--- config.mk ---
export PLATFORM = sky130hd
export DESIGN_NAME = opsum_postproc_writer
export DESIGN_NICKNAME = d
export VERILOG_FILES = /design/src/rtl/dla_pkg.sv /design/src/rtl/requant_pipe.sv /design/src/rtl/opsum_postproc_writer.sv
export SDC_FILE = /design/constraint.sdc
export NUM_CORES = 1
export LEC_CHECK = 0
export CORE_MARGIN = 10
export CORE_UTILIZATION = 30
export CTS_CLUSTER_DIAMETER = 100
export DETAILED_ROUTE_END_ITERATION = 16
export GPL_ROUTABILITY_DRIVEN = 0
export HOLD_SLACK_MARGIN = 0.1
export PLACE_DENSITY_LB_ADDON = 0.3
export SYNTH_ARGS = -nofsm -noshare
export SYNTH_HDL_FRONTEND = slang
export SYNTH_SLANG_ARGS = --single-unit
--- constraint.sdc ---
create_clock -name clk -period 17.25 [get_ports clk]
set_clock_uncertainty 0.05 [all_clocks]
set_input_delay 2.5875 -clock clk [delete_from_list [all_inputs] [get_ports clk]]
set_output_delay 2.5875 -clock clk [all_outputs]
set_load 0.02 [all_outputs]
--- src/rtl/dla_pkg.sv ---
`default_nettype none
// ============================================================================
// Module : dla_pkg
// Brief  : Shared types and constants for the DLA output post-processing path.
// Rev    : 1.0  initial release
// ============================================================================
package dla_pkg;

    typedef enum logic [1:0] {
        IDLE  = 2'd0,
        RUN   = 2'd1,
        DRAIN = 2'd2,
        DONE  = 2'd3
    } pp_state_t;

    localparam int INT8_MAX = 127;
    localparam int INT8_MIN = -128;

    // Bit positions of the per-tile enables in the controller's flags word
    localparam int FLAG_RELU = 0;
    localparam int FLAG_BIAS = 3;

endpackage
`default_nettype wire

--- src/rtl/requant_pipe.sv ---
`default_nettype none
// ============================================================================
// Module : requant_pipe
// Brief  : Three-stage bias-add / scale / round-saturate-ReLU pipeline to int8.
// Rev    : 1.0  initial release
// ============================================================================
module requant_pipe
    import dla_pkg::*;
#(
    parameter int QSHIFT = 8
) (
    input  logic        clk,
    input  logic        rst,
    input  logic        i_valid,
    input  logic [31:0] i_psum,
    input  logic [31:0] i_bias,
    input  logic        i_bias_en,
    input  logic        i_relu_en,
    input  logic [7:0]  i_scale,
    output logic        o_valid,
    output logic [7:0]  o_byte
);

    localparam logic signed [41:0] c_round = 42'sd1 <<< (QSHIFT - 1);
    localparam logic signed [41:0] c_max   = 42'(INT8_MAX);
    localparam logic signed [41:0] c_min   = 42'(INT8_MIN);

    logic               r_s1_valid;
    logic               r_s2_valid;
    logic               r_s3_valid;
    logic signed [32:0] r_sum;
    logic signed [41:0] r_prod;
    logic [7:0]         r_byte;

    logic signed [32:0] w_psum_x;
    logic signed [32:0] w_bias_x;
    logic signed [41:0] w_sum_x;
    logic signed [41:0] w_scale_x;
    logic signed [41:0] w_rounded;
    logic signed [41:0] w_shifted;
    logic [7:0]         w_sat;

    assign w_psum_x  = 33'($signed(i_psum));
    assign w_bias_x  = i_bias_en ? 33'($signed(i_bias)) : 33'sd0;
    assign w_sum_x   = 42'(r_sum);
    assign w_scale_x = 42'($signed({1'b0, i_scale}));
    assign w_rounded = r_prod + c_round;
    assign w_shifted = w_rounded >>> QSHIFT;

    // ReLU takes priority, then clamp into the int8 range
    always_comb begin
        w_sat = w_shifted[7:0];
        if (i_relu_en && w_shifted[41]) begin
            w_sat = 8'h00;
        end else if (w_shifted > c_max) begin
            w_sat = 8'(INT8_MAX);
        end else if (w_shifted < c_min) begin
            w_sat = 8'(INT8_MIN);
        end
    end

    always_ff @(posedge clk) begin
        if (rst) begin
            r_s1_valid <= 1'b0;
            r_s2_valid <= 1'b0;
            r_s3_valid <= 1'b0;
            r_sum      <= '0;
            r_prod     <= '0;
            r_byte     <= '0;
        end else begin
            r_s1_valid <= i_valid;
            r_s2_valid <= r_s1_valid;
            r_s3_valid <= r_s2_valid;
            r_sum      <= w_psum_x + w_bias_x;
            r_prod     <= w_sum_x * w_scale_x;
            r_byte     <= w_sat;
        end
    end

    assign o_valid = r_s3_valid;
    assign o_byte  = r_byte;

endmodule
`default_nettype wire

--- src/rtl/opsum_postproc_writer.sv ---
`default_nettype none
// ============================================================================
// Module : opsum_postproc_writer
// Brief  : Requantizes OPSUM FIFO partial sums to int8 and packs them into GLB.
// Rev    : 1.0  initial release
// ============================================================================
module opsum_postproc_writer
    import dla_pkg::*;
#(
    parameter int QSHIFT = 8,
    parameter int CNT_W  = 16
) (
    input  logic             clk,
    input  logic             rst,
    input  logic             start_i,
    input  logic [31:0]      base_addr_i,
    input  logic [CNT_W-1:0] num_out_i,
    input  logic [31:0]      bias_i,
    input  logic             bias_en_i,
    input  logic             relu_en_i,
    input  logic [7:0]       quant_scale_i,
    input  logic             psum_valid_i,
    input  logic [31:0]      psum_data_i,
    output logic             psum_ready_o,
    output logic [31:0]      glb_addr_o,
    output logic [31:0]      glb_write_data_o,
    output logic [3:0]       glb_web_o,
    output logic             busy_o,
    output logic             done_o
);

    pp_state_t        r_state;
    logic [CNT_W-1:0] r_num_out;
    logic [CNT_W-1:0] r_acc_cnt;
    logic [CNT_W-1:0] r_out_idx;
    logic [7:0]       r_scale;
    logic             r_bias_en;
    logic             r_relu_en;
    logic             r_busy;
    logic             r_done;
    logic [31:0]      r_word_addr;
    logic [31:0]      r_pack_data;
    logic [3:0]       r_pack_mask;
    logic             r_last_wr;
    logic [31:0]      r_glb_addr;
    logic [31:0]      r_glb_data;
    logic [3:0]       r_glb_web;

    logic             w_start;
    logic             w_fire;
    logic             w_out_valid;
    logic [7:0]       w_out_byte;
    logic [1:0]       w_lane;
    logic             w_final_elem;
    logic             w_word_full;
    logic [31:0]      w_merged_data;
    logic [3:0]       w_merged_mask;

    assign w_start      = (r_state == IDLE) && start_i;
    assign psum_ready_o = (r_state == RUN) && (r_acc_cnt < r_num_out);
    assign w_fire       = psum_valid_i && psum_ready_o;

    requant_pipe #(
        .QSHIFT (QSHIFT)
    ) u_requant_pipe (
        .clk       (clk),
        .rst       (rst),
        .i_valid   (w_fire),
        .i_psum    (psum_data_i),
        .i_bias    (bias_i),
        .i_bias_en (r_bias_en),
        .i_relu_en (r_relu_en),
        .i_scale   (r_scale),
        .o_valid   (w_out_valid),
        .o_byte    (w_out_byte)
    );

    always_ff @(posedge clk) begin
        if (rst) begin
            r_state   <= IDLE;
            r_num_out <= '0;
            r_acc_cnt <= '0;
            r_scale   <= '0;
            r_bias_en <= 1'b0;
            r_relu_en <= 1'b0;
            r_busy    <= 1'b0;
            r_done    <= 1'b0;
        end else begin
            r_done <= 1'b0;
            case (r_state)
                IDLE: begin
                    if (start_i) begin
                        r_num_out <= num_out_i;
                        r_scale   <= quant_scale_i;
                        r_bias_en <= bias_en_i;
                        r_relu_en <= relu_en_i;
                        r_acc_cnt <= '0;
                        r_busy    <= 1'b1;
                        if (num_out_i == '0) begin
                            r_state <= DONE;
                            r_done  <= 1'b1;
                        end else begin
                            r_state <= RUN;
                        end
                    end
                end
                RUN: begin
                    if (w_fire) begin
                        r_acc_cnt <= r_acc_cnt + 1'b1;
                        if (r_acc_cnt == r_num_out - 1'b1) begin
                            r_state <= DRAIN;
                        end
                    end
                end
                DRAIN: begin
                    // The final word is on the GLB ports this cycle
                    if (r_last_wr) begin
                        r_state <= DONE;
                        r_done  <= 1'b1;
                    end
                end
                DONE: begin
                    r_state <= IDLE;
                    r_busy  <= 1'b0;
                end
                default: r_state <= IDLE;
            endcase
        end
    end

    assign w_lane       = r_out_idx[1:0];
    assign w_final_elem = (r_out_idx == r_num_out - 1'b1);
    assign w_word_full  = w_out_valid && ((w_lane == 2'd3) || w_final_elem);

    always_comb begin
        w_merged_data                = r_pack_data;
        w_merged_mask                = r_pack_mask;
        w_merged_data[8*w_lane +: 8] = w_out_byte;
        w_merged_mask[w_lane]        = 1'b1;
    end

    always_ff @(posedge clk) begin
        if (rst) begin
            r_out_idx   <= '0;
            r_word_addr <= '0;
            r_pack_data <= '0;
            r_pack_mask <= '0;
            r_last_wr   <= 1'b0;
            r_glb_addr  <= '0;
            r_glb_data  <= '0;
            r_glb_web   <= 4'hF;
        end else begin
            r_glb_web <= 4'hF;
            r_last_wr <= 1'b0;
            if (w_start) begin
                r_out_idx   <= '0;
                r_word_addr <= base_addr_i & ~32'd3;
                r_pack_data <= '0;
                r_pack_mask <= '0;
            end else if (w_out_valid) begin
                r_out_idx <= r_out_idx + 1'b1;
                if (w_word_full) begin
                    r_glb_data  <= w_merged_data;
                    r_glb_web   <= ~w_merged_mask;
                    r_glb_addr  <= r_word_addr;
                    r_word_addr <= r_word_addr + 32'd4;
                    r_pack_data <= '0;
                    r_pack_mask <= '0;
                    r_last_wr   <= w_final_elem;
                end else begin
                    r_pack_data <= w_merged_data;
                    r_pack_mask <= w_merged_mask;
                end
            end
        end
    end

    assign glb_addr_o       = r_glb_addr;
    assign glb_write_data_o = r_glb_data;
    assign glb_web_o        = r_glb_web;
    assign busy_o           = r_busy;
    assign done_o           = r_done;

endmodule
`default_nettype wire
==> flow_metrics.py, run 1 <==
metrics = {
    "floorplanning": {
        "dieArea_sq_um": 86600,
        "die_height_um": 294,
        "die_w_um": 294,
        "ios": 197,
        "core_area_sq_um": 74400,
        "num_rows": 100,
        "start_util_pct": 30.3,
    },
    "finish": {
        "syn_to_final_growth_pct": 17.6,
        "fill_cells": 7724,
        "fin_nets": 3261,
        "num_antenna_cells": 0,
        "drive_above_1_share_pct": 4.87,
    },
    "pwr": {
        "p_clk_share_pct": 31.7,
        "combPwrFrac_pct": 33.7,
        "netSwitchingFraction_pct": 37.1,
        "p_int_w": 0.00151,
        "vdd_ir_drop_max_uv": 61.9,
        "p_per_area_nw_per_um2": 90.3,
        "switching_power_w": 0.000888,
        "pwr-share-seq_pct": 34.6,
        "leakage_nw": 11.3,
    },
    "routing": {
        "drt-total-wl_um": 56300,
        "vias": 17710,
        "top_layer": "met4",
        "route.met2.wl_um": 25800,
        "drt-wirelength-per-cell_um": 14.9,
        "viasPerCell": 4.68,
        "wl_met3_um": 2250,
        "remaining_drc_errors": 0,
        "drtIter0Drc": 811,
        "drtAntennaViolNets": 0,
        "dr.pass1.iters": 4,
        "drt-met1-wl_um": 27200,
    },
    "cts": {
        "cts_setup_buffers": 0,
        "clkSlewWorstSetupHoldPaths_ns": 0.06,
        "htree_levels": 2,
        "cts.sinks": 274,
        "cts_max_path_buffers": 3,
        "insertion_delay_ns": 0.56,
        "post_cts_resize_count": 0,
        "cts_root_buf": "clkbuf_16",
        "numCtsBuffers": 36,
        "cts_tree": "built",
        "cts_hold_buf": 0,
    },
    "yosys": {
        "async_reset_ff_share_pct": 0,
        "seq_area_frac_synth_pct": 24.3,
        "synth_edf_count": 0,
        "synth.distinct_cells": 79,
        "yosys_warnings": 0,
        "synthMuxAreaShare_pct": 0.410,
        "synth_xor_area_share_pct": 6.63,
        "avgSynthCellArea_sq_um": 8.48,
        "syn-cell-area_sq_um": 22600,
        "ys.flop_type": "dfxtp_1",
        "yosys.area_share.adder_pct": 26.1,
        "synth_seq_cells": 274,
        "synth-compound-area-share_pct": 12.7,
        "synth-simple-area-share_pct": 22.7,
        "synth_top_family_by_area": "adder cells",
        "synth_cells": 2659,
    },
    "timing": {
        "slew_headroom_pct": 23.7,
        "timing.hold.ws_ns": 0.379,
        "worstMarginPinSlew_ns": 1.14,
        "setup_viol": 0,
        "post-route-period-util_pct": 36.7,
        "hold_violations": 0,
        "slew_viol_final": 0,
        "min_period_ns": 6.34,
        "fmax_mhz": 158,
        "grt_setup_unrepaired": "no",
        "setup_tns_ns": 0,
    },
    "hold_path": {
        "hp-class": "register to register",
    },
    "global_routing": {
        "grt_max_degree": 86,
        "grtUsageTotal_pct": 13.0,
        "grt_overflow_total": 0,
        "grt_pass1_vias": 17862,
        "grt_pass1_wl_um": 94100,
        "antenna_found_initial": 1,
    },
    "critical_path": {
        "cp-start-kind": "register",
        "cp_data_required_time_ns": 17.59,
        "worstPathArrival_ns": 6.68,
        "crit_path_end_kind": "register",
        "worst-path-max-fanout": 34,
        "critical_path_class": "register to register",
    },
    "placed_design": {
        "dpl.hpwl_um": 43700,
        "io_buffers": 192,
    },
    "status": {
        "outcome": "finished clean",
    },
    "flow_run": {
        "max_cap_violations": 0,
    },
}
-- area by class of cell --
type,instances,area (sq um),share of cell area (%)
well taps,969,1210,4.57
inverters,281,1050,3.98
flip-flops and latches,274,5490,20.7
multi-input cells,1982,15500,58.4
clock buffers,52,1050,3.96
repair buffers,212,2070,7.82
clock inverters,13,164,0.618
-- state kept, by name, indices dropped and copies added, names as in the netlist, 2 cells and up --
register and flops:
r_word_addr 30, glb_web_o 4, r_state 2, u_requant_pipe.r_sum 33, r_num_out 16, r_pack_data 32
u_requant_pipe.o_byte 8, r_pack_mask 4, glb_write_data_o 32, r_scale 8, glb_addr_o 30, r_acc_cnt 16
r_out_idx 16, u_requant_pipe.r_prod 35
-- worst paths after layout --
check                               from                              endpoint  slack, ns  cells past startpoint
max              r_scale[6]$_SDFFE_PP0P_  u_requant_pipe.r_prod[39]$_SDFF_PP0_      10.91                     20
min          r_pack_mask[3]$_SDFFE_PP0P_           r_pack_mask[3]$_SDFFE_PP0P_       0.38                      2
max reg2reg      r_scale[6]$_SDFFE_PP0P_  u_requant_pipe.r_prod[39]$_SDFF_PP0_      10.91                     20
min reg2reg  r_pack_mask[3]$_SDFFE_PP0P_           r_pack_mask[3]$_SDFFE_PP0P_       0.38                      2
-- power groups by stage --
stage	Sequential (W)	Combinational, W	Clock (W)
after floorplan	0.000782	0.000640	0
after CTS	0.000830	0.000820	0.000786
final	0.000830	0.000807	0.000758
after global routing	0.000843	0.000933	0.000809
after global placement	0.000843	0.000811	0
after detailed placement	0.000843	0.000814	0
-- layout by cell type, fill, tap and decap left out, types with 44 or more instances in the layout --
cell type        netlist  final
nor2_1               230    230
nand2_1              306    305
fa_1                 204    204
clkdlybuf4s50_1        0    191
dfxtp_1              274    273
a21oi_1              162    162
nand4_1               53     53
o21ai_0               58     58
xor2_1                82     82
a211oi_1              82     82
and2_1               187    187
nor2b_1               46     46
xnor2_1               85     85
inv_1                281    281
ha_1                 144    144
nand3_1               44     44
-- Yosys cell counts (all sizes together) (21+ instances only) --
master	number	share of area, %
a21o	32	1.1
inv	281	4.7
fa	204	18
ha	144	8.0
buf	30	0.88
dfxtp	274	24
nand3	44	0.98
nor4	21	0.68
o21ai	65	1.4
nand4	54	1.6
xnor2	87	3.4
clkbuf	93	1.5
nor3	40	1.1
and2	188	5.2
xor2	82	3.2
a211oi	109	4.2
nor2	230	3.8
a21oi	163	3.6
nor2b	46	1.3
nand2	306	5.1
-- logic make-up after synthesis --
group,after synthesis
other cells,1
xor+xnor,169
simple gates,1018
flops,274
fa+ha+maj,348
mux,9
compound gates,436
buf+inv,404
-- routing by layer --
layer | global-route usage (%) | up-vias
li1 | - | 9036
met1 | 17.4 | 8355
met2 | 21.6 | 264
met3 | 2.24 | 55
met4 | 3.12 | 0
met5 | 0 | -
-- per-stage QoR --
stage	std cells	cell area, sq um	worst slack, ns	util (%)	power, W
2_1_floorplan	2660	22600	11.73	-	0.00142
3_3_place_gp	3718	25300	10.34	34.0	0.00165
3_5_place_dp	3718	25300	10.32	34.0	0.00166
4_1_cts	3783	26500	10.78	35.6	0.00244
5_1_grt	3783	26500	10.40	35.6	0.00258
6_report	3783	26500	10.91	35.6	0.00240
-- critical path: stages, from the launching register on --
cell	delay, ns
dfxtp_1	0.99
and2_1	0.25
ha_1	0.13
inv_1	0.05
fa_1	0.52
inv_1	0.05
fa_1	0.53
inv_1	0.05
fa_1	0.54
inv_1	0.04
ha_1	0.34
a2111oi_0	0.35
o21ai_1	0.20
a41oi_1	0.39
a21oi_1	0.19
o21ai_0	0.46
o21ai_0	0.26
a221o_1	0.36
a21oi_1	0.18
xor2_1	0.16
nor2_1	0.05
(Power assumes the default switching activity.)
==> run 2, diff against run 1 <==
==> constraint.sdc (replaced) <==
create_clock -name clk -period 5.13 [get_ports clk]
set_clock_uncertainty 0.05 [all_clocks]
set_input_delay 0.7695 -clock clk [delete_from_list [all_inputs] [get_ports clk]]
set_output_delay 0.7695 -clock clk [all_outputs]
set_load 0.02 [all_outputs]
==> run 2 against run 1 <==
Die area did not move. Via count up 2.3%. Hold slack improved by 0.010 ns. Non-clock buffer count grew 127.
==> flow_metrics.py, run 2 (synthesis gave the netlist of run 1 again) <==
metrics = {
    "routing": {
        "remaining_drc_errors": 0,
        "drtAntennaViolNets": 0,
        "drtIter0Drc": 842,
        "viasPerCell": 4.64,
        "vias": 18119,
        "dr.pass1.iters": 5,
        "drt-wirelength-per-cell_um": 15.1,
        "drt-total-wl_um": 59000,
    },
    "timing": {
        "fmax_mhz": 199,
        "slew_viol_final": 0,
        "setup_viol": 0,
        "slew_headroom_pct": 19.7,
        "post-route-period-util_pct": 98.0,
        "min_period_ns": 5.03,
        "setup_ws_ns": 0.101,
        "hold_violations": 0,
        "worstMarginPinSlew_ns": 1.20,
        "grt_setup_unrepaired": "yes",
        "timing.hold.ws_ns": 0.389,
    },
    "floorplanning": {
        "die_height_um": 294,
        "ios": 197,
        "die_w_um": 294,
        "dieArea_sq_um": 86600,
        "num_rows": 100,
        "core_area_sq_um": 74400,
        "start_util_pct": 30.3,
    },
    "pwr": {
        "leakage_nw": 12.1,
        "p_per_area_nw_per_um2": 306,
        "vdd_ir_drop_max_uv": 175,
    },
    "cts": {
        "insertion_delay_ns": 0.55,
        "cts_max_path_buffers": 3,
        "cts_tree": "built",
        "numCtsBuffers": 36,
        "cts.sinks": 274,
        "cts_root_buf": "clkbuf_16",
        "clkSlewWorstSetupHoldPaths_ns": 0.06,
        "htree_levels": 2,
    },
    "placed_design": {
        "dpl_worst_slack_ns": -0.233,
        "dpl.hpwl_um": 46500,
        "placedInstanceArea_sq_um": 26400,
        "io_buffers": 192,
    },
    "critical_path": {
        "critical_path_class": "register to register",
        "critical_path.startpoint": "r_scale[2]$_SDFFE_PP0P_",
        "crit_path_end_kind": "register",
        "rrSetupSlack_ns": 0.10,
        "worstPathArrival_ns": 5.38,
        "cp-start-kind": "register",
        "worstSetupEndpoint": "u_requant_pipe.r_prod[39]$_SDFF_PP0_",
        "worst-path-max-fanout": 8,
        "r2r-end": "u_requant_pipe.r_prod[39]$_SDFF_PP0_",
        "r2r_cells": 23,
        "r2r_start": "r_scale[2]$_SDFFE_PP0P_",
        "cp_data_required_time_ns": 5.48,
    },
    "hold_path": {
        "hp-class": "register to register",
        "worst_hold_path.num_cells": 1,
    },
    "global_routing": {
        "grt_pass1_vias": 18297,
        "grtUsageMet3_pct": 1.96,
        "antenna_found_initial": 0,
        "grt_overflow_total": 0,
        "grt_pass1_wl_um": 96300,
        "busiest_layer": "met2",
        "use_met1_pct": 18.1,
        "grtUsageMet2_pct": 22.0,
        "grt_max_degree": 108,
        "grtUsageTotal_pct": 13.4,
    },
    "flow_run": {
        "max_cap_violations": 0,
    },
    "finish": {
        "fin_nets": 3388,
        "top_regs": "u_requant_pipe.r_prod (35), u_requant_pipe.r_sum (33)",
        "syn_to_final_growth_pct": 24.8,
        "num_antenna_cells": 0,
        "layout_common_cells": "nand2_1 (299), inv_1 (278), dfxtp_1 (267)",
        "regMostFlops": "u_requant_pipe.r_prod",
        "final_cell_area_sq_um": 28100,
        "drive_above_1_share_pct": 11.3,
        "final_common_cell": "nand2_1",
        "largest_register_ff_count": 35,
    },
    "status": {
        "outcome": "finished clean",
    },
}
[run 2: cell count changes in the layout (fill, tap and decap cells not counted), moves of 7 or more]
cell,before,now
a21oi_2,1,10
ha_4,0,9
o21ai_0,58,51
buf_12,0,16
a21oi_1,162,151
buf_4,20,124
ha_1,144,132
clkinv_2,3,10
[run 2: worst min path at each step]
stage	endpoint	slack [ns]	from
after global placement	u_requant_pipe.o_valid$_SDFF_PP0_	0.37	u_requant_pipe.r_s2_valid$_SDFF_PP0_
after floorplan	r_pack_mask[3]$_SDFFE_PP0P_	0.36	r_pack_mask[3]$_SDFFE_PP0P_
after global routing	u_requant_pipe.o_valid$_SDFF_PP0_	0.40	u_requant_pipe.r_s2_valid$_SDFF_PP0_
after detailed placement	r_pack_mask[3]$_SDFFE_PP0P_	0.37	r_pack_mask[3]$_SDFFE_PP0P_
after CTS	r_pack_mask[3]$_SDFFE_PP0P_	0.39	r_pack_mask[3]$_SDFFE_PP0P_
final	u_requant_pipe.o_valid$_SDFF_PP0_	0.39	u_requant_pipe.r_s2_valid$_SDFF_PP0_
[run 2: stage by stage]
stage / total power [W] / utilization [%] / setup TNS (ns) / instances
after floorplan: 0.00480 / - / 0 / 2660
after global placement: 0.00586 / 35.5 / -1.22 / 3833
after detailed placement: 0.00587 / 35.5 / -1.25 / 3833
after CTS: 0.00866 / 37.4 / 0 / 3900
after global routing: 0.00923 / 37.8 / -0.482 / 3909
final: 0.00861 / 37.8 / 0 / 3909
[run 2: cell type report]
class	count	area (sq um)
flip-flops and latches	274	5500
well taps	969	1210
fillers	7566	46300
clock inverters	24	319
multi-input cells	1982	15800
inverters	281	1050
repair buffers	339	3280
clock buffers	40	946
[run 2: what timing repair did]
item | CTS | global route
buffers inserted | 3 | 8
pin swaps | 17 | 39
gates resized for setup | 32 | 52
gates cloned | 0 | 2
endpoints found under the setup margin | 12 | 20
hold buffers | 0 | 0
[run 2: critical path, stage by stage, from the launching register on]
cell and delay (ns):
dfxtp_2 0.34, buf_12 0.13, buf_12 0.12, nand2_2 0.05
fa_1 0.53, inv_1 0.05, fa_1 0.49, fa_1 0.50
inv_1 0.06, fa_1 0.54, inv_2 0.05, ha_4 0.21
buf_4 0.14, nand4_1 0.12, nor2_2 0.06, a211oi_2 0.19
buf_4 0.14, nand4_1 0.13, o21ai_4 0.21, o21ai_2 0.08
a221o_1 0.34, a21oi_2 0.14, xor2_1 0.14, nor2_1 0.06
[run 2: metal layers]
metal / share of wire [%] / vias to the layer above
li1: - / 9284
met1: 49 / 8489
met2: 45 / 272
met3: 3.6 / 74
met4: 2.3 / 0
met5: 0 / -
[run 2: power breakdown]
| part | internal (W) | switching [W] | total [W] |
|---|---|---|---|
| combinational | 0.00145 | 0.00172 | 0.00317 |
| sequential | 0.00238 | 0.000375 | 0.00276 |
| clock | 0.00165 | 0.00103 | 0.00268 |
| total | 0.00548 | 0.00313 | 0.00861 |
